==> src/rtl/mux_pkg.sv <==
// Shared types and helpers for the scanning N:1 channel multiplexer.
package mux_pkg;

    // Scan sequencer states
    typedef enum logic [1:0] {
        IDLE    = 2'd0,
        DWELL   = 2'd1,
        PRESENT = 2'd2
    } scan_state_e;

    localparam logic MODE_MANUAL = 1'b0;
    localparam logic MODE_SCAN   = 1'b1;

    // Index width that never collapses to zero bits
    function automatic int unsigned sel_width(input int unsigned n);
        return (n > 1) ? $clog2(n) : 1;
    endfunction

endpackage

==> src/rtl/mux_next_ch.sv <==
// Combinational finder for the next enabled channel in a mask.
// first=1 returns the lowest set bit; otherwise the first set bit strictly
// after cur, wrapping, so a lone set bit at cur returns cur itself.
module mux_next_ch
    import mux_pkg::*;
#(
    parameter int unsigned N_CH  = 32,
    parameter int unsigned SEL_W = sel_width(N_CH)
) (
    input  logic [N_CH-1:0]  mask,
    input  logic [SEL_W-1:0] cur,
    input  logic             first,
    output logic [SEL_W-1:0] nxt,
    output logic             none
);

    // Rotating priority search over all N_CH candidate positions
    always_comb begin
        logic             found;
        logic [SEL_W-1:0] idx;
        nxt   = '0;
        found = 1'b0;
        idx   = '0;
        for (int unsigned k = 0; k < N_CH; k++) begin
            if (first) begin
                idx = SEL_W'(k);
            end else begin
                idx = SEL_W'((32'(cur) + k + 1) % N_CH);
            end
            if (!found && mask[idx]) begin
                found = 1'b1;
                nxt   = idx;
            end
        end
        none = ~found;
    end

endmodule

==> src/rtl/mux_scan_nx1.sv <==
// N:1 channel multiplexer with registered outputs. Manual mode follows a
// registered select; scan mode round-robins over enabled channels, dwelling
// on each before presenting one sample on a valid/ready handshake.
module mux_scan_nx1
    import mux_pkg::*;
#(
    parameter int unsigned  N_CH    = 32,
    parameter int unsigned  DATA_W  = 1,
    parameter int unsigned  DWELL_W = 8,
    localparam int unsigned SEL_W   = sel_width(N_CH)
) (
    input  logic                   clk,
    input  logic                   rst_n,
    input  logic [N_CH*DATA_W-1:0] in_data,
    input  logic                   mode,
    input  logic [SEL_W-1:0]       sel,
    input  logic [N_CH-1:0]        ch_mask,
    input  logic [DWELL_W-1:0]     dwell,
    output logic [DATA_W-1:0]      out_data,
    output logic [SEL_W-1:0]       out_ch,
    output logic                   out_valid,
    input  logic                   out_ready
);

    scan_state_e        state;
    logic [SEL_W-1:0]   ptr;
    logic [DWELL_W-1:0] cnt;
    logic [DWELL_W-1:0] dwell_load;
    logic [SEL_W-1:0]   nc_idx;
    logic               nc_none;
    logic               sel_ok;
    logic [DATA_W-1:0]  sel_data;
    logic [DATA_W-1:0]  ptr_data;

    // dwell of 0 behaves as 1, so the counter reload saturates at 0
    assign dwell_load = (dwell == '0) ? '0 : dwell - 1'b1;

    assign sel_ok   = 32'(sel) < N_CH;
    assign sel_data = sel_ok ? in_data[32'(sel)*DATA_W +: DATA_W] : '0;
    // ptr is only ever loaded from the finder, so it is always in range
    assign ptr_data = in_data[32'(ptr)*DATA_W +: DATA_W];

    // One finder serves both the IDLE exit (lowest bit) and the accept (next bit)
    mux_next_ch #(
        .N_CH  (N_CH),
        .SEL_W (SEL_W)
    ) u_next_ch (
        .mask  (ch_mask),
        .cur   (ptr),
        .first (state == IDLE),
        .nxt   (nc_idx),
        .none  (nc_none)
    );

    // Scan FSM, dwell counter and output registers
    always_ff @(posedge clk) begin
        if (!rst_n) begin
            state     <= IDLE;
            ptr       <= '0;
            cnt       <= '0;
            out_data  <= '0;
            out_ch    <= '0;
            out_valid <= 1'b0;
        end else if (mode == MODE_MANUAL) begin
            // Any pending scan sample is dropped here
            state     <= IDLE;
            out_data  <= sel_data;
            out_ch    <= sel;
            out_valid <= sel_ok;
        end else begin
            case (state)
                IDLE: begin
                    out_valid <= 1'b0;
                    if (!nc_none) begin
                        ptr   <= nc_idx;
                        cnt   <= dwell_load;
                        state <= DWELL;
                    end
                end
                DWELL: begin
                    if (cnt == '0) begin
                        out_data  <= ptr_data;
                        out_ch    <= ptr;
                        out_valid <= 1'b1;
                        state     <= PRESENT;
                    end else begin
                        cnt <= cnt - 1'b1;
                    end
                end
                PRESENT: begin
                    if (out_ready) begin
                        out_valid <= 1'b0;
                        if (nc_none) begin
                            state <= IDLE;
                        end else begin
                            ptr   <= nc_idx;
                            cnt   <= dwell_load;
                            state <= DWELL;
                        end
                    end
                end
                default: begin
                    out_valid <= 1'b0;
                    state     <= IDLE;
                end
            endcase
        end
    end

endmodule

==> config.mk <==
export PLATFORM = sky130hd
export DESIGN_NAME = mux_scan_nx1
export DESIGN_NICKNAME = d
export VERILOG_FILES = /design/src/rtl/mux_pkg.sv /design/src/rtl/mux_next_ch.sv /design/src/rtl/mux_scan_nx1.sv
export SDC_FILE = /design/constraint.sdc
export NUM_CORES = 1
export LEC_CHECK = 0
export ABC_CLOCK_PERIOD_IN_PS = 4500
export CAP_MARGIN = 10
export CORE_ASPECT_RATIO = 1.1
export CORE_MARGIN = 2
export CORE_UTILIZATION = 43
export DETAILED_ROUTE_END_ITERATION = 16
export DONT_BUFFER_PORTS = 1
export HOLD_SLACK_MARGIN = 0.15
export SKIP_CTS_REPAIR_TIMING = 1
export SLEW_MARGIN = 5
export SYNTH_ARGS = -nofsm -noshare
export SYNTH_HDL_FRONTEND = slang
export SYNTH_SLANG_ARGS = --single-unit
==> constraint.sdc <==
create_clock -name clk -period 4.5 [get_ports clk]
set_clock_uncertainty 0.05 [all_clocks]
set_input_delay 0.675 -clock clk [delete_from_list [all_inputs] [get_ports clk]]
set_output_delay 0.675 -clock clk [all_outputs]
set_load 0.02 [all_outputs]
Yosys cells after proc, flatten, opt, wreduce, memory -nomap -nowiden
Cells that the tools add are included.

Magnitude comparators: 32. Reduce and logical (&&, ||, !) cells: 73. Add/subtract/negate cells: 64. Shifts and indexed selects: 2. Eq/ne operators: 10. Multiplexer cells: 183.

Operator list (count): 5-bit two-way mux (69); 5-bit by 6-bit < comparator with 1-bit output, second input constant (32); 5-bit by 1-bit adder with 5-bit output, second input constant (32); 1-bit binary-select mux with 5-bit select (32); 5-bit adder, second input constant (16); 1-bit two-way mux (71); 32-bit by 6-bit indexed part select with 1-bit output (2); 5-bit by 4-bit adder with 5-bit output, second input constant (8); 8-bit two-way mux (4); 1-bit logical AND (31); 1-bit logical NOT (31); 8-bit one-hot mux with 3 select lines (1); 5-bit by 3-bit adder with 5-bit output, second input constant (4); 8-bit logical NOT (2); 8-bit by 1-bit subtractor with 8-bit output, second input constant (2); 5-bit by 2-bit adder with 5-bit output, second input constant (2); 5-bit one-hot mux with 2 select lines (1); 2-bit inequality test, second input constant (4); 2-bit two-way mux (3); 3-bit inequality test, second input constant (2); 2-bit one-hot mux with 3 select lines (1); 2-bit AND reduction (3); 3-bit AND reduction (2); 2-bit by 1-bit inequality test with 1-bit output, second input constant (2); other kinds (7) (7).

Output and inout port bits: 7. Input port bits: 81. Flip-flop bits (word level): 22. Logic and storage cells: 370.

Longest topological paths before layout
Gate-level depths: netlist of the first run.

Depth after elaboration: 101. Mapped depth: 23. Mapped depth without buffers: 15.

Hierarchy
Synthesis of the first run repeated with hierarchy kept, for this count alone.

Cells, all modules: 1092. Area total of the unflattened synthesis: 8241.7 um^2.

By module, submodules not included: mux_next_ch (sequential area each 0.0 um^2, area an instance 6600.1 um^2, cells each 903, instances 1); mux_scan_nx1 (sequential area each 440.4 um^2, area an instance 1641.6 um^2, cells each 189, instances 1).

Least setup slack after synthesis of the first run
OpenSTA, ideal clock, no wires.

Path kind: register to register. Start point: reg ptr[2]. End point: reg ptr[1]. Data arrival time: 4.696 ns. Stages on the path, launching flop included: 20. Path slack: -0.325 ns. Buffers on the path: 6. Library setup time: 0.079 ns. Clock period less this slack: 4.825 ns. Required time: 4.371 ns. Cell sequence: dfxtp_1 > buf_2 > buf_1 > inv_1 > ha_1 > buf_2 > buf_2 > o21a_1 > buf_2 > mux2_2 > mux4_2 > nor3_2 > nand4_2 > nor3_4 > nand3_2 > or4_1 > buf_2 > o21a_1 > o2111a_1 > a211oi_2.

Cells in the longest elaborated chain, start to end: 101. Elaborated cells between the ends (all ways): 287. Classes of those cells: add/sub (62); mux (163); reduce/logical (62).

RTL lines: start: declaration (RTL line mux_scan_nx1.sv:26) `logic [SEL_W-1:0] ptr;`; start signal: assignment (RTL line mux_scan_nx1.sv:75) `ptr <= nc_idx;`; start signal: assignment (RTL line mux_scan_nx1.sv:96) `ptr <= nc_idx;`; branches (longest 98 deep; another with 5-bit by 1-bit adder with 5-bit output); 5-bit two-way mux * (RTL line mux_scan_nx1.sv:74, mux_scan_nx1.sv:93); 5-bit two-way mux (RTL line mux_scan_nx1.sv:91) `if (out_ready) begin`; 5-bit one-hot mux with 2 select lines * (RTL line mux_scan_nx1.sv:71) `case (state)`.

Every way passes the cells marked *. The select of a mux whose other input is x is not followed. A chain may end at the register's enable or synchronous reset.

Worst setup path in the final report of the first run
Start point: reg ptr[0]. End point: reg ptr[0].

The elaborated chain is that of the path after synthesis.

==> flow_summary.json, run 1 <==
{
  "finalSetupTns_ps": -51.2,
  "crit_start": "ptr[0]$_SDFFE_PN0P_",
  "portBuffers": 0,
  "irDropWorstVdd_v": 0.000191,
  "wl_met3_um": 6650,
  "power.total_mw": 3.53,
  "min_to": "cnt[5]$_SDFFE_PN0P_",
  "met2WireLength_um": 19800,
  "fp.dieW_um": 138,
  "fillCellCount": 1906,
  "utilization_pct": 58.7,
  "cts.htree.levels": 1,
  "leakage_nw": 4.67,
  "finalSetupViolCount": 2,
  "dp_hpwl_um": 38500,
  "drc": 0,
  "ys_ff_latch": 22,
  "wl_met1_um": 18300,
  "drv_slew": 0,
  "synth_flop_cell": "dfxtp_1",
  "cts.path.max_buffers": 2,
  "yosys_warnings": 0,
  "top_layer": "met5",
  "grt_use_total_pct": 44.9,
  "setup_ws_ps": -28.1,
  "drv_cap": 0,
  "routed_wl_um": 48300,
  "die_y_um": 151,
  "drive_gt1_share_pct": 31.9,
  "rsz0062_at_grt": "yes",
  "drtAntennaViolNets": 0,
  "clk_latency_ps": 250,
  "grt-ovfl-total": 0,
  "grt_pass1_vias": 11000,
  "slew_headroom_pct": 25.4,
  "first_iter_violations": 1641,
  "cts_sinks": 22,
  "clockRootBuffer": "clkbuf_16",
  "holdCritStartpoint": "cnt[5]$_SDFFE_PN0P_",
  "ys_async_sr_fraction_pct": 0,
  "synthCells": 1256,
  "rr_startpoint": "ptr[0]$_SDFFE_PN0P_",
  "place.gp.congestion": 1.15,
  "clk_pin_slew_ps": 60,
  "synth_edf_count": 0,
  "status": "finished with violations",
  "viasPerCell": 7.00,
  "num_io_pins": 88,
  "period_minus_slack_ps": 4530,
  "power_density_nw_per_um2": 313,
  "cts_tree": "done",
  "r2r_end": "ptr[0]$_SDFFE_PN0P_",
  "hold_depth": 2,
  "synth.distinct_cells": 90,
  "syn_nets": 1353,
  "core_sq_um": 19200,
  "rr_worst_depth": 17,
  "area_growth_pct": 33.2,
  "avgSynthCellArea_sq_um": 6.75,
  "cp-start-kind": "register",
  "fin_crit_sh_pct": 101,
  "hp-class": "reg -> reg",
  "rows": 53,
  "nets": 1589,
  "hold_ws_ps": 442,
  "start_util_pct": 44.1,
  "ys_seq_area_share_pct": 5.20,
  "crit_fanout": 14,
  "end_kind": "register",
  "cp.required_ps": 4580,
  "hold_violations": 0,
  "max_clock_freq_ghz": 0.221,
  "r2r_slack_ps": -30,
  "grt_pass1_wl_um": 69300,
  "tightest_slew_ps": 1110,
  "path_class": "reg -> reg",
  "first_pass_iters": 7,
  "num_vias": 12200,
  "grt_max_degree": 38,
  "cts_buffers": 3,
  "die-area_sq_um": 20900,
  "cp.arrival_ps": 4610,
  "antenna_found_initial": 2,
  "violations": "negative setup slack",
  "synth_area_sq_um": 8480,
  "wl_per_cell_um": 27.7
}
-- per-stage QoR --
step | instance area, sq um | setup slack, ps | cells
final | 11300 | -28.1 | 1739
after global routing | 11300 | -138 | 1738
after floorplan | 8490 | 13.2 | 1256
after CTS | 10800 | -201 | 1723
after global placement | 10700 | -220 | 1719
after detailed placement | 10700 | -176 | 1719
-- worst max-delay path by stage --
stage	to	slack [ps]	depth (start not counted)
final	ptr[0]$_SDFFE_PN0P_	-30	17
after CTS	ptr[1]$_SDFFE_PN0P_	-200	15
after global placement	ptr[1]$_SDFFE_PN0P_	-220	15
after global routing	state[0]$_SDFFE_PN0P_	-140	22
after detailed placement	ptr[1]$_SDFFE_PN0P_	-180	15
after floorplan	ptr[0]$_SDFFE_PN0P_	10	21
-- cell families after synthesis --
family	count (synthesis)	synth area share, %
flops	22	5.20
mux	125	16.4
xor+xnor	24	2.48
compound gates	469	39.0
simple gates	483	27.9
buf+inv	117	6.69
fa+ha+maj	16	2.36
-- placed cells by master, fill, tap and decap left out, types with 22 or more instances in the layout --
| cell | n |
|---|---|
| buf_4 | 312 |
| nand4_1 | 22 |
| o211ai_1 | 25 |
| o21ai_0 | 58 |
| nand2_1 | 138 |
| nor3_1 | 34 |
| nor2_1 | 112 |
| inv_1 | 23 |
| mux2i_1 | 77 |
| a211oi_1 | 36 |
| o22ai_1 | 35 |
| nand3_1 | 44 |
| mux2_2 | 37 |
| a21oi_1 | 79 |
-- Yosys cell counts, types with 16 or more instances --
library cell | count | area share, %
o22ai_1 | 39 | 2.9
and2_1 | 17 | 1.3
inv_1 | 24 | 1.1
a21oi_1 | 87 | 5.1
buf_2 | 33 | 1.9
clkbuf_1 | 40 | 1.8
o21ai_0 | 61 | 3.6
nand4_1 | 22 | 1.6
mux2_2 | 37 | 4.9
and3_1 | 17 | 1.3
nand2_1 | 140 | 6.2
ha_1 | 16 | 2.4
o211ai_1 | 25 | 2.2
o21a_1 | 19 | 1.7
mux2i_1 | 80 | 9.4
nor3_1 | 36 | 2.1
dfxtp_1 | 22 | 5.2
a211oi_1 | 47 | 4.2
nor2_1 | 113 | 5.0
nand3_1 | 44 | 2.6
-- power by group --
part | leakage (nW) | switching, mW | internal, mW
combinational | 4.44 | 1.76 | 1.27
clock | 0.0511 | 0.0705 | 0.177
sequential | 0.183 | 0.0304 | 0.217
-- flip-flops by register name, summed over array words and instances, names as in the netlist --
register	cells
out_valid	1
out_data	1
state	2
out_ch	5
ptr	5
cnt	8
-- worst max-delay path: stages, from the launching register on --
cell and delay [ps]:
dfxtp_2 360, buf_4 220, buf_6 210, mux2_2 240, nor2_1 50, o21ai_0 730, nand3_1 330, o211ai_1 260
a211oi_2 150, buf_4 170, nand3b_1 130, nor3b_1 80, or4_1 470, a221o_1 280, nor4_2 240, buf_4 170
nand4_1 90, nor3b_1 140
-- layer usage --
layer	track usage, %	up-vias
met3	15.5	226
met4	26.7	2
met1	57.2	5699
li1	-	5329
met5	0	-
met2	64.9	909
-- cell type report --
class | count | area (sq um) | share of cell area (%)
Antenna cell | 1 | 2.50 | 0.0222
Inverter | 24 | 90.1 | 0.798
Sequential cell | 22 | 445 | 3.94
Multi-Input combinational cell | 1118 | 7810 | 69.1
Timing Repair Buffer | 323 | 2530 | 22.4
Clock buffer | 3 | 75.1 | 0.665
Tap cell | 247 | 309 | 2.74
Clock inverter | 1 | 30.0 | 0.266
No activity file was read; power rests on OpenSTA's default activity.
==> inputs of run 2 (changes only) <==
- CORE_UTILIZATION: 43 -> 50
- PLACE_DENSITY: unset -> 0.68
- TNS_END_PERCENT: unset -> 50
==> flow_summary.json, run 2 (synthesized netlist as in run 1, its figures left out) <==
{
  "status": "complete, no violations",
  "cp.arrival_ps": 4580,
  "num_vias": 12200,
  "portBuffers": 0,
  "fp.dieW_um": 128,
  "die-area_sq_um": 18000,
  "path_class": "reg -> reg",
  "clk_latency_ps": 260,
  "tightest_slew_ps": 1110,
  "irDropWorstVdd_v": 0.000323,
  "p_comb_share_pct": 86.3,
  "core_sq_um": 16500,
  "place.gp.congestion": 1.15,
  "pwr-share-clk_pct": 6.3,
  "final_common_cell": "buf_4",
  "mostFrequentLayoutCells": "278 x buf_4, 140 x nand2_1, 111 x nor2_1",
  "crit_start": "ptr[2]$_SDFFE_PN0P_",
  "max_flop_register": "cnt",
  "drv_cap": 0,
  "grt_pass1_wl_um": 66300,
  "crit_chain": "buf_4, buf_4, xor2_1, buf_4, o22ai_1, a21oi_1, o32ai_2, nor3_2, nor3_2, nand4_4, buf_4, a21oi_1, or4_1, a221o_1, nor4_2, nand4_1, nor3b_1",
  "grt_use_total_pct": 48.2,
  "holdCritStartpoint": "cnt[7]$_SDFFE_PN0P_",
  "drive_gt1_share_pct": 28.9,
  "cp_slowest_cell": "a21oi_1",
  "cts_tree": "done",
  "finalSetupTns_ps": 0,
  "utilization_pct": 66.4,
  "routed_wl_um": 45500,
  "rows": 49,
  "wl_per_cell_um": 27.3,
  "cp-start-kind": "register",
  "crit_fanout": 12,
  "first_pass_iters": 7,
  "nets": 1557,
  "grt-ovfl-total": 0,
  "dp_hpwl_um": 35900,
  "max_clock_freq_ghz": 0.223,
  "cpMostUsedCell": "buf_4",
  "cp_slowest_stage_delay_ps": 500,
  "leakage_nw": 4.53,
  "die_y_um": 141,
  "largest_reg_flops": 8,
  "p_int_mw": 1.56,
  "fin_area_sq_um": 10900,
  "finalSetupViolCount": 0,
  "drc": 0,
  "power_density_nw_per_um2": 307,
  "hp-class": "reg -> reg",
  "viasPerCell": 7.35,
  "rr_startpoint": "ptr[2]$_SDFFE_PN0P_",
  "fin_cells": 1663,
  "end_kind": "register",
  "hold_violations": 0,
  "path_buf_inv": 4,
  "dp.cells": 1651,
  "seqPwrFrac_pct": 7.3,
  "clockRootBuffer": "clkbuf_16",
  "clk_pin_slew_ps": 60,
  "cts.path.max_buffers": 2,
  "first_iter_violations": 1928,
  "placedInstanceArea_sq_um": 10500,
  "fin_crit_sh_pct": 99.9,
  "cts_buffers": 3,
  "start_util_pct": 51.4,
  "critPathTopFamily": "simple AND/OR/NAND/NOR gates",
  "antenna_found_initial": 0,
  "num_io_pins": 88,
  "grt_pass1_vias": 11100,
  "power.total_mw": 3.36,
  "cts_sinks": 22,
  "drtAntennaViolNets": 0,
  "reg.largest.list": "cnt x8, out_ch x5, ptr x5",
  "cts.htree.levels": 1,
  "cp.required_ps": 4590,
  "period_minus_slack_ps": 4490,
  "grt_max_degree": 34,
  "drv_slew": 0,
  "p_switching_mw": 1.80,
  "switching_share_pct": 53.4,
  "slew_headroom_pct": 25.4,
  "area_growth_pct": 29.2,
  "n_antenna_cell": 0
}
run 2: cell count changes in the layout (fill, tap and decap cells not counted), sizes merged:
cell           previous run  this run
buf                     322       290
bufinv                    1         0
diode                     1         0
clkdlybuf4s15             0         1
clkbuf                    4         5
o21bai                    9         8
run 2: path summary, 6_finish.rpt:
kind / end / slack [ps] / depth (start not counted)
worst max-delay path: ptr[0]$_SDFFE_PN0P_ / 6 / 17
worst min-delay path: cnt[7]$_SDFFE_PN0P_ / 450 / 2
worst max register to register: ptr[0]$_SDFFE_PN0P_ / 6 / 17
worst min register to register: cnt[7]$_SDFFE_PN0P_ / 450 / 2
run 2: cell type report:
class / instances / area, sq um
multi-input cells: 1117 / 7720
fillers: 1453 / 5540
repair buffers: 292 / 2340
flip-flops and latches: 22 / 443
well taps: 204 / 255
inverters: 24 / 92.6
clock buffers: 4 / 88.8
run 2: worst register-to-register path, delay by kind of cell, from the launching register on:
| kind | cells | cell delay [ps] |
|---|---|---|
| AOI/OAI and AO/OA | 5 | 1140 |
| buffers and inverters | 4 | 760 |
| DFF | 1 | 340 |
| and+or+nand+nor | 7 | 1760 |
| xor gates and xnor gates | 1 | 350 |
run 2: layer usage:
metal | share of wire [%] | GRT usage (%)
met1 | 36 | 61.8
met2 | 41 | 72.0
met3 | 15 | 13.1
met4 | 8.3 | 28.5
met5 | 0 | 0
run 2: stage by stage:
stage                     hold WS (ps)  worst slack [ps]
after floorplan                    417              13.2
after global placement             430              -180
after detailed placement           438              -156
after CTS                          446              -275
after global routing               471             -55.7
final                              450              6.41
run 2: power groups by stage:
stage                     Clock, mW  Sequential (mW)  Combinational (mW)
after floorplan                   0            0.243                1.52
after global placement            0            0.247                2.64
after detailed placement          0            0.248                2.64
after CTS                     0.211            0.244                2.65
after global routing          0.220            0.248                3.02
final                         0.213            0.247                2.90
